===== src/rtl/onehot_rr_arbiter.sv =====
// Four-way round-robin arbiter with a registered one-hot grant and a hold limit.
// The grant register is self-checked for one-hot integrity (sticky err).
module onehot_rr_arbiter #(
  parameter int HOLD_MAX = 15,
  parameter int CNT_W    = 8
) (
  input  logic       clk,
  input  logic       rst_n,
  input  logic [3:0] req,
  output logic [3:0] grant,
  output logic       busy,
  output logic       timeout,
  output logic       err
);

  typedef enum logic {IDLE, OWN} state_t;

  state_t           state_q, state_d;
  logic [3:0]       grant_q, grant_d;
  logic [3:0]       ptr_q, ptr_d;
  logic [CNT_W-1:0] cnt_q, cnt_d;
  logic             timeout_q, timeout_d;
  logic             err_q, err_d;
  logic [3:0]       pick;
  logic [1:0]       idx;
  logic             own_req, at_max, release_now;

  assign own_req     = |(req & grant_q);
  assign at_max      = (cnt_q == CNT_W'(HOLD_MAX));
  assign release_now = !own_req || at_max;

  // Walk from the highest offset down so the bit nearest ptr is written last and wins.
  always_comb begin
    pick = '0;
    idx  = '0;
    for (int i = 0; i < 4; i++) begin
      if (ptr_q[i]) begin
        for (int off = 3; off >= 0; off--) begin
          idx = 2'(i + off);
          if (req[idx]) begin
            pick      = '0;
            pick[idx] = 1'b1;
          end
        end
      end
    end
  end

  always_ff @(posedge clk or negedge rst_n) begin
    if (!rst_n) begin
      state_q   <= IDLE;
      grant_q   <= '0;
      ptr_q     <= 4'b0001;
      cnt_q     <= '0;
      timeout_q <= 1'b0;
      err_q     <= 1'b0;
    end else begin
      state_q   <= state_d;
      grant_q   <= grant_d;
      ptr_q     <= ptr_d;
      cnt_q     <= cnt_d;
      timeout_q <= timeout_d;
      err_q     <= err_d;
    end
  end

  always_comb begin
    state_d = state_q;
    case (state_q)
      IDLE:    if (|req) state_d = OWN;
      OWN:     if (release_now) state_d = IDLE;
      default: state_d = IDLE;
    endcase
  end

  // A drop on the limit cycle is a normal release, so timeout only fires while the owner still asks.
  always_comb begin
    grant_d   = grant_q;
    ptr_d     = ptr_q;
    cnt_d     = cnt_q;
    timeout_d = 1'b0;
    case (state_q)
      IDLE: begin
        if (|req) begin
          grant_d = pick;
          cnt_d   = CNT_W'(1);
        end
      end
      OWN: begin
        if (release_now) begin
          grant_d   = '0;
          ptr_d     = {grant_q[2:0], grant_q[3]};
          cnt_d     = '0;
          timeout_d = own_req;
        end else begin
          cnt_d = cnt_q + CNT_W'(1);
        end
      end
      default: grant_d = '0;
    endcase
    err_d = err_q | (|(grant_q & (grant_q - 4'd1)));
  end

  always_comb begin
    grant   = grant_q;
    busy    = |grant_q;
    timeout = timeout_q;
    err     = err_q;
  end

endmodule

===== config.mk =====
export PLATFORM = sky130hd
export DESIGN_NAME = onehot_rr_arbiter
export DESIGN_NICKNAME = d
export VERILOG_FILES = /design/src/rtl/onehot_rr_arbiter.sv
export SDC_FILE = /design/constraint.sdc
export NUM_CORES = 1
export LEC_CHECK = 0
export CORE_ASPECT_RATIO = 0.75
export CORE_MARGIN = 2
export CORE_UTILIZATION = 53
export DETAILED_ROUTE_END_ITERATION = 12
export PLACE_DENSITY = 0.85
export SLEW_MARGIN = 20
export SYNTH_ARGS = -nofsm -noshare
export SYNTH_HDL_FRONTEND = slang
export SYNTH_SLANG_ARGS = --single-unit
export TNS_END_PERCENT = 20

===== constraint.sdc =====
create_clock -name clk -period 2.4 [get_ports clk]
set_clock_uncertainty 0.1 [all_clocks]
set_input_delay 0.24 -clock clk [delete_from_list [all_inputs] [get_ports clk]]
set_output_delay 0.24 -clock clk [all_outputs]
set_load 0.01 [all_outputs]

======== Word-level counts from Yosys, hierarchy flattened ========
Cells that the tools add are included.
cells by class
  add/subtract/negate cells ............... 2
  equal/unequal tests ..................... 3
  muxes and demuxes ....................... 31
  bitwise operators ....................... 4
  reductions and logical operators ........ 8
operators by type and width
  cell                                                  number
  two-way mux 4 bit                                     22
  two-way mux 8 bit                                     2
  case mux 8 bit (2 select lines)                       1
  OR reduction 4 bit                                    4
  adder 8 x 1 -> 8 bit (second input constant)          1
  AND 4 bit                                             2
  equality test 8 x 4 -> 1 bit (second input constant)  1
  case mux 4 bit (2 select lines)                       1
  two-way mux 1 bit                                     4
  AND reduction 2 bit                                   2
  subtractor 4 x 1 -> 4 bit (second input constant)     1
  != test 2 x 1 -> 1 bit (second input constant)        1
  != test 2 bit (second input constant)                 1
  case mux 1 bit (2 select lines)                       1
  logical NOT 1 bit                                     1
  logical OR 1 bit                                      1
  NOT 1 bit                                             1
  OR 1 bit                                              1
word-level totals
  flip-flop bits (word level) ............. 19
  bits of input ports ..................... 6
  output and inout bits ................... 7
  word-level logic and storage cells ...... 54

======== Logic depth before layout (Yosys ltp) ========
Gate-level depths: netlist (run 1).
  depth after elaboration ................. 22
  gate-level depth with buffers ........... 5
  mapped depth without buffers ............ 5

======== Worst setup path before layout (run 1) ========
No wires, ideal clock.
  path type ............................... register to register
  start point ............................. reg cnt_q[0]
  end point ............................... reg ptr_q[1]
  setup time .............................. 0.125 ns
  data arrival time ....................... 1.563 ns
  required time ........................... 2.175 ns
  slack ................................... 0.612 ns
  stages on the path, launching flop included .. 6
  buffers on the path ..................... 0
  period minus slack after synthesis ...... 1.788 ns
  cells stage by stage .................... dfrtp_1 -> ha_1 -> nand3_1 -> and2b_1 -> o21ai_2 -> mux2_2
between the ends
  longest elaborated chain between the ends .. 3
RTL lines
  item                                  line  RTL
  start, declared                       21    logic [CNT_W-1:0] cnt_q, cnt_d;
  start signal, assigned                61    cnt_q <= cnt_d;
  equality test 8 x 4 -> 1 bit          29    assign at_max = (cnt_q == CNT_W'(HOLD_MAX));
  logical OR 1 bit                      30    assign release_now = !own_req || at_max;
  AND reduction 2 bit (no source line)  --
  end signal, assigned                  60    ptr_q <= ptr_d;
  end, declared                         20    logic [3:0] ptr_q, ptr_d;
Every way passes these cells.
A chain may end at the register's enable or synchronous reset.

======== Worst setup path in the final report (run 1) ========
Same ends and word-level chain as after synthesis.

==> impl_metrics.yaml, run 1 <==
outcome:
  outcome: "completed"
place:
  dp_hpwl_mm: 1.727
  placed_area_mm2: 0.001169
  dp_cells: 139
  place_congestion: 0.9129
  port_buffers: 12
cells_and_area:
  drive_gt1_share_pct: 10.74
  ff_latch_area_um2: 476.7
  area_growth_pct: 16.73
  layout_common_cells: "18 x dfrtp_1, 12 x clkdlybuf4s50_1, 10 x a21oi_1, 8 x nor2_1, 8 x o21ai_0"
  nFillCells: 134
  multi_input_area_um2: 510.5
  fin_cells: 143
  fin_util_pct: 67.47
  final_common_cell: "dfrtp_1"
  nets: 129
  antennaDiodeCount: 0
  design_area_mm2: 0.001196
grt:
  grt_use_met3_pct: 8.571
  grt_pass1_wl_mm: 3.898
  grt_max_degree: 20
  gr-total-overflow: 0
  grt_usage_pct: 23.43
  globalRouteMet1Util_pct: 34.10
  grt_pass1_vias: 857
  top_usage_layer: "met1"
  antenna_found_initial: 0
  global_route.usage.met2_pct: 31.90
synthesis:
  ys_seq_area_share_pct: 46.52
  syn_area_mm2: 0.001025
  syn_inst: 105
  ys_ff_latch: 19
  syn_nets: 112
  yosys_warnings: 0
  yosys.area.top_type: "dfrtp_1"
  synth_area_leaders: "dfrtp_1 44%, a21oi_1 4.9%, o21ai_0 3.9%"
  synth_top_area_share_pct: 43.96
  syn-mean-instance-area_um2: 9.759
  synth_cell_type_count: 34
timing:
  clock.fmax_mhz: 498.8
  worst_pin_slew_ps: 491.3
  report.final.slew_viol_count: 0
  hold_viol: 0
  period_needed_ps: 2005
  rsz0062_at_grt: "false"
  max_slew_margin_pct: 66.95
  final.setup.tns_ps: 0
  fin_crit_sh_pct: 83.54
  setup_viol: 0
floorplan:
  initial_core_util_pct: 57.80
  core_area_mm2: 0.001773
  rows: 13
  ioPinCount: 13
  dieWidth_um: 54.78
  die_h_um: 42.08
  dieArea_mm2: 0.002305
worst_setup_path:
  timing.critical_path.buf_inv: 0
  cp.required_ps: 2490
  critPathSlowestCell: "dfrtp_1"
  arrival_ps: 2090
  crit_path_cell_trace: "ha_1 > nand3_1 > and2b_1 > o21ai_2 > mux2_2"
  timing.rr.start: "cnt_q[0]$_DFFE_PN0P_"
  end_kind: "flop"
  r2r_slack_ps: 400
  crit_fanout: 6
  slowest_delay_ps: 440
  startpoint: "cnt_q[0]$_DFFE_PN0P_"
  cp-start-kind: "flop"
  r2r_cells: 5
  timing.rr.end: "ptr_q[1]$_DFFE_PN0P_"
  critical_path_class: "reg -> reg"
  critical_path.top_delay_family: "simple AND/OR/NAND/NOR gates"
power_and_ir_drop:
  vdd_drop_max_mv: 0.3558
  power.leakage_nw: 0.5400
  power_density_mw_per_mm2: 499.7
routing:
  drt_iter0_markers: 35
  viasPerCell: 6.350
  vias: 908
  totalWireLength_mm: 2.292
  drt_first_pass_iters: 4
  drc: 0
  ant_nets: 0
  wire_per_inst_um: 16.03
clock_tree:
  postCtsResizedCells: 0
  clock_sinks: 19
  clkLatencyLatePin_ps: 290
  clk_pin_slew_ps: 100
  post-cts-setup-buffers: 0
  h-tree-depth: 1
  root_buffer: "clkbuf_4"
  clockBufferDepth: 2
  cts_tree: "yes"
  cts_hold_buffers: 0
  cts_buffers: 3
hold_path:
  min_path_type: "in -> async"
job:
  maxCapViolCount: 0
-- cells in the mapped netlist (all sizes together) --
master and count:
nand4b 1, nand3 5, dfstp 1, a32o 3
ha 1, o21a 1, and2 1, or4 2
dfrtp 18, a221oi 1, nand2b 1, buf 1
o21ai 10, or2b 1, mux2 3, nor3 2
inv 7, o21bai 1, o22ai 1, mux2i 1
o31ai 3, and2b 2, a22o 2, or3 2
a21o 3, nor2 8, and3 1, o211a 2
nand2 6, nor4 3, maj3 1, a21oi 10
-- power by group --
group,internal [mW],switching [mW]
combinational,0.0407,0.0460
sequential,0.336,0.0216
clock,0.0621,0.0914
-- area by class of cell --
| type | instances | area share [%] |
|---|---|---|
| multi-input combinational | 78 | 42.68 |
| sequential | 19 | 39.85 |
| timing repair buffer | 13 | 10.67 |
| tap | 22 | 2.301 |
| inverter | 7 | 2.197 |
| clock buffer | 3 | 1.883 |
| clock inverter | 1 | 0.4184 |
-- worst max path at each step --
stage	to	slack [ps]	depth (start not counted)
CTS	ptr_q[2]$_DFFE_PN0P_	390	5
global placement	grant[0]$_DFFE_PN0P_	330	5
finish	ptr_q[1]$_DFFE_PN0P_	400	5
detailed placement	grant[0]$_DFFE_PN0P_	240	5
floorplan	ptr_q[1]$_DFFE_PN0P_	610	5
global route	ptr_q[2]$_DFFE_PN0P_	300	5
-- sequential cells by signal, summed over array words and instances (netlist names) --
| signal | cells |
|---|---|
| grant | 4 |
| err | 1 |
| cnt_q | 8 |
| state_q | 1 |
| timeout | 1 |
| ptr_q | 4 |
-- through the flow --
stage	total power, mW	hold WS [ps]	setup slack (ps)
finish	0.5978	161.4	395.1
global route	0.6304	164.5	301.0
CTS	0.6050	159.3	394.4
detailed placement	0.4490	365.8	243.0
global placement	0.4434	360.5	331.6
floorplan	0.4056	-155.6	611.9
-- layer usage --
| layer | share of wire, % | vias up |
|---|---|---|
| met2 | 45 | 48 |
| met1 | 43 | 431 |
| li1 | - | 423 |
| met3 | 9.9 | 6 |
| met4 | 1.5 | 0 |
| met5 | 0 | - |
-- logic make-up after synthesis --
group | after synthesis | share of synthesized area, %
flops | 19 | 46.52
buf+inv | 8 | 3.663
simple gates | 35 | 17.95
compound gates | 37 | 25.40
fa+ha+maj | 2 | 2.198
mux | 4 | 4.273
No activity file was read; power rests on OpenSTA's default activity.
==> inputs of run 2 (changes only) <==
--- a/config.mk
+++ b/config.mk
@@ -7,9 +7,9 @@
 export LEC_CHECK = 0
 export CORE_ASPECT_RATIO = 0.75
 export CORE_MARGIN = 2
-export CORE_UTILIZATION = 53
+export CORE_UTILIZATION = 48
 export DETAILED_ROUTE_END_ITERATION = 12
-export PLACE_DENSITY = 0.85
+export PLACE_DENSITY = 0.81
 export SLEW_MARGIN = 20
 export SYNTH_ARGS = -nofsm -noshare
 export SYNTH_HDL_FRONTEND = slang
==> constraint.sdc (replaced) <==
create_clock -name clk -period 1.7 [get_ports clk]
set_clock_uncertainty 0.1 [all_clocks]
set_input_delay 0.17 -clock clk [delete_from_list [all_inputs] [get_ports clk]]
set_output_delay 0.17 -clock clk [all_outputs]
set_load 0.01 [all_outputs]
==> run 2 against run 1 <==
Against the previous run:
- power is 50% higher
- non-clock buffer count up 16
- critical endpoint is now ptr_q[2]$_DFFE_PN0P_
- routed wire length up 8.6%
- sequential power up 41%
- global-route usage decreased by 0.64 points
==> impl_metrics.yaml, run 2 (synthesis gave the netlist of run 1 again) <==
timing:
  final.setup.worst_slack_ps: 12.31
  period_needed_ps: 1688
  max_slew_margin_pct: 77.08
  rsz0062_at_grt: "true"
  setup_viol: 0
  worst_pin_slew_ps: 343.8
  fin_crit_sh_pct: 99.28
  clock.fmax_mhz: 592.5
  report.final.slew_viol_count: 0
  holdWs_ps: 25.62
  hold_viol: 0
floorplan:
  rows: 14
  dieArea_mm2: 0.002524
  die_h_um: 44.02
  dieWidth_um: 57.35
  ioPinCount: 13
  core_area_mm2: 0.002014
  initial_core_util_pct: 50.87
worst_setup_path:
  crit_fanout: 5
  crit_cells: 5
  critical_path_class: "reg -> reg"
  timing.critical_path.buf_inv: 0
  arrival_ps: 1770
  end_kind: "flop"
  slowest_delay_ps: 390
  critical_path.top_delay_family: "flip-flops"
  cp.required_ps: 1780
  cp-start-kind: "flop"
  r2r_cells: 5
  critPathSlowestCell: "dfrtp_1"
  crit_path_cell_trace: "ha_2 > nand3_2 > and2b_2 > o21ai_4 > mux2_2"
place:
  place_congestion: 0.9310
  dp_hpwl_mm: 1.946
  port_buffers: 12
  place_ws_ps: -159.5
grt:
  grt_usage_pct: 22.79
  grt_max_degree: 13
  gr-total-overflow: 0
  grt_pass1_vias: 924
  antenna_found_initial: 0
  grt_pass1_wl_mm: 4.381
clock_tree:
  root_buffer: "clkbuf_4"
  cts_buffers: 3
  clockBufferDepth: 2
  clk_pin_slew_ps: 90
  clock_sinks: 19
  cts_tree: "yes"
  clkLatencyLatePin_ps: 300
  h-tree-depth: 1
routing:
  vias: 990
  drt_iter0_markers: 29
  drt_first_pass_iters: 4
  wire_per_inst_um: 15.45
  viasPerCell: 6.149
  totalWireLength_mm: 2.488
  ant_nets: 0
  drc: 0
power_and_ir_drop:
  power.leakage_nw: 0.6695
  power_mw: 0.8949
  power_density_mw_per_mm2: 652.0
  vdd_drop_max_mv: 0.5437
cells_and_area:
  drive_gt1_share_pct: 26.28
  antennaDiodeCount: 0
  largest_reg_flops: 8
  fin_util_pct: 68.14
  layout_common_cells: "16 x dfrtp_1, 16 x buf_4, 10 x a21oi_1, 9 x clkdlybuf4s50_1, 8 x nor2_1"
  largest-register: "cnt_q"
  nets: 145
  area_growth_pct: 33.94
hold_path:
  min_path_type: "in -> async"
outcome:
  outcome: "completed"
job:
  maxCapViolCount: 0
==> run 2: worst paths after layout <==
check | from | endpoint | slack (ps)
hold / removal | rst_n | cnt_q[2]$_DFFE_PN0P_ | 30
hold reg to reg | err$_DFF_PN0_ | err$_DFF_PN0_ | 390
setup / recovery | cnt_q[0]$_DFFE_PN0P_ | ptr_q[2]$_DFFE_PN0P_ | 10
max in group asynchronous | rst_n | grant[1]$_DFFE_PN0P_ | 1010
min in group clk | err$_DFF_PN0_ | err$_DFF_PN0_ | 390
setup reg to reg | cnt_q[0]$_DFFE_PN0P_ | ptr_q[2]$_DFFE_PN0P_ | 10
==> run 2: area by class of cell <==
type	instances	area (um^2)
Tap cell	24	30.03
Inverter	7	26.28
Multi-Input combinational cell	78	554.3
Timing Repair Buffer	29	255.2
Sequential cell	19	479.2
Clock buffer	3	22.52
Clock inverter	1	5.005
Fill cell	149	641.9
==> run 2: per-layer routing <==
layer | up-vias | GRT usage (%) | wire length (um)
met4 | 0 | 6.047 | 14
met2 | 41 | 34.09 | 1191
met3 | 2 | 6.725 | 157
li1 | 458 | - | -
met1 | 489 | 32.76 | 1123
met5 | - | 0 | 0
==> run 2: report_power, final <==
part | internal [mW] | total [mW] | leakage (nW) | switching, mW
clock network | 0.0877 | 0.223 | 0.0177 | 0.135
registers | 0.474 | 0.503 | 0.254 | 0.0290
logic | 0.0895 | 0.169 | 0.398 | 0.0792
==> run 2: timing repair <==
action                                  CTS  global route
hold buffers                              0             0
pin swaps                                 1             3
gates cloned                              0             0
gates resized for setup                   6             6
endpoints found under the setup margin    8            12
buffers inserted                          2             0
==> run 2: per-stage QoR <==
stage	std cells	instance area, um^2	setup TNS [ps]
6_report	161	1373	0
5_1_grt	161	1373	-162.2
4_1_cts	161	1355	0
3_5_place_dp	155	1292	-1024
3_3_place_gp	155	1292	-486.0
2_1_floorplan	105	1041	-12.68
==> inputs of run 3 (changes only) <==
--- a/config.mk
+++ b/config.mk
@@ -6,8 +6,8 @@
 export NUM_CORES = 1
 export LEC_CHECK = 0
 export CORE_ASPECT_RATIO = 0.75
-export CORE_MARGIN = 2
 export CORE_UTILIZATION = 48
+export CTS_CLUSTER_SIZE = 20
 export DETAILED_ROUTE_END_ITERATION = 12
 export PLACE_DENSITY = 0.81
 export SLEW_MARGIN = 20
==> run 3 against run 2 <==
Against the previous run:
- the flow now finishes with violations (negative hold slack, negative setup slack)
- combinational power barely moved
- routed wire length rose by 2.8%
- critical path depth did not move
- cell count rose by 2.5%
- clock power rose by 10%
- setup slack got worse by 24 ps
- count of clock-buffer cells in the layout rose by 1
- hold slack got worse by 30 ps
- power rose by 2.4%
- die area fell by 7.9%
- critical endpoint unchanged
- largest cell class unchanged
- largest power group unchanged
- highest routed layer unchanged
==> impl_metrics.yaml, run 3 (synthesis gave the netlist of run 1 again) <==
grt:
  grt_max_degree: 13
  antenna_found_initial: 0
  gr-total-overflow: 0
  grt_usage_pct: 24.44
  grt_pass1_wl_mm: 4.264
  grt_pass1_vias: 912
worst_setup_path:
  arrival_ps: 1830
  cp-start-kind: "flop"
  critical_path_class: "reg -> reg"
  crit_fanout: 5
  cp.required_ps: 1810
  end_kind: "flop"
place:
  port_buffers: 12
  dp_hpwl_mm: 1.962
  place_congestion: 0.9220
floorplan:
  dieWidth_um: 55.35
  rows: 14
  core_area_mm2: 0.002014
  initial_core_util_pct: 50.87
  dieArea_mm2: 0.002326
  die_h_um: 42.02
  ioPinCount: 13
timing:
  final.setup.tns_ps: -22.44
  holdWs_ps: -4.049
  fin_crit_sh_pct: 100.7
  period_needed_ps: 1711
  max_slew_margin_pct: 75.69
  clock.fmax_mhz: 584.3
  rsz0062_at_grt: "true"
  report.final.slew_viol_count: 0
  worst_pin_slew_ps: 361.6
  final.setup.worst_slack_ps: -11.37
  hold_viol: 6
  setup_viol: 2
routing:
  drt_first_pass_iters: 6
  totalWireLength_mm: 2.557
  ant_nets: 0
  drc: 0
  vias: 974
  drt_iter0_markers: 44
  wire_per_inst_um: 15.50
  viasPerCell: 5.903
clock_tree:
  root_buffer: "clkbuf_4"
  h-tree-depth: 1
  clk_pin_slew_ps: 110
  cts_hold_buffers: 0
  clock_sinks: 19
  cts_buffers: 3
  cts_tree: "yes"
  clkLatencyLatePin_ps: 320
  clockBufferDepth: 2
cells_and_area:
  fin_util_pct: 69.13
  largest_reg_flops: 8
  nets: 149
  antennaDiodeCount: 0
  layout_common_cells: "21 x buf_4, 16 x dfrtp_1, 10 x a21oi_1, 10 x clkdlybuf4s50_1"
  final_common_cell: "buf_4"
  area_growth_pct: 35.90
  largest-register: "cnt_q"
  drive_gt1_share_pct: 28.37
power_and_ir_drop:
  vdd_drop_max_mv: 0.5177
  power_density_mw_per_mm2: 658.1
  power.leakage_nw: 0.6614
  power_mw: 0.9165
hold_path:
  min_path_type: "in -> async"
outcome:
  violations: "negative hold slack, negative setup slack"
  outcome: "finished with violations"
job:
  maxCapViolCount: 0
[run 3: changes by cell type in the layout (fill, tap and decap cells not counted)]
cell,before,now
buf_4,16,21
buf_6,1,0
clkbuf_1,0,1
clkdlybuf4s50_1,9,10
clkinv_2,1,0
dlymetal6s2s_1,2,1
nor4_1,2,1
nor4_2,0,2
nor4_4,1,0
o21ai_0,6,8
o21ai_1,2,0
[run 3: layer usage]
layer / up-vias / part of all wire, % / wire, um / track usage, %
met1: 474 / 49 / 1245 / 35.57
met4: 0 / 1.8 / 46 / 9.000
met5: - / 0 / 0 / 0
met2: 31 / 44 / 1115 / 35.18
met3: 4 / 5.8 / 149 / 6.481
li1: 465 / - / - / -
[run 3: area by class of cell]
| class | count | area [um^2] |
|---|---|---|
| clock buffers | 4 | 26.28 |
| fillers | 139 | 621.8 |
| inverters | 7 | 26.28 |
| multi-input cells | 78 | 551.8 |
| flip-flops and latches | 19 | 479.2 |
| well taps | 24 | 30.03 |
| repair buffers | 33 | 279.0 |
[run 3: path summary, 6_finish.rpt]
path                                      start  cells after the start                    to  slack [ps]
setup / recovery           cnt_q[1]$_DFFE_PN0P_                      5  ptr_q[2]$_DFFE_PN0P_         -10
hold / removal                            rst_n                      1  cnt_q[2]$_DFFE_PN0P_          -4
setup reg to reg           cnt_q[1]$_DFFE_PN0P_                      5  ptr_q[2]$_DFFE_PN0P_         -10
hold reg to reg                   err$_DFF_PN0_                      1         err$_DFF_PN0_         390
max in group asynchronous                 rst_n                      2  grant[3]$_DFFE_PN0P_        1020
min in group clk                  err$_DFF_PN0_                      1         err$_DFF_PN0_         390
[run 3: what timing repair did]
action / in CTS / in global routing
pin swaps: 1 / 1
endpoints found under the setup margin: 3 / 14
resized for setup: 5 / 3
buffers inserted: 3 / 0
[run 3: worst max-delay path, cell delays in order, from the launching register on]
cell and delay, ps:
dfrtp_1 400, ha_2 210, nand3_2 80, and2b_2 260
o21ai_4 190, mux2_2 350
[run 3: metrics by stage]
stage               cells  area (um^2)  worst slack [ps]  hold slack (ps)
detailed placement    158         1315            -199.4            355.7
finish                165         1393            -11.37           -4.049
CTS                   165         1378            -9.490            7.624
global route          165         1393            -51.51            42.63
global placement      158         1315            -153.3            348.9
floorplan             105         1041            -6.338           -225.6
[run 3: power by group]
group          internal (mW)  total [mW]  switching [mW]
logic                 0.0898       0.167          0.0773
clock network         0.0921       0.246           0.154
registers              0.474       0.504          0.0296
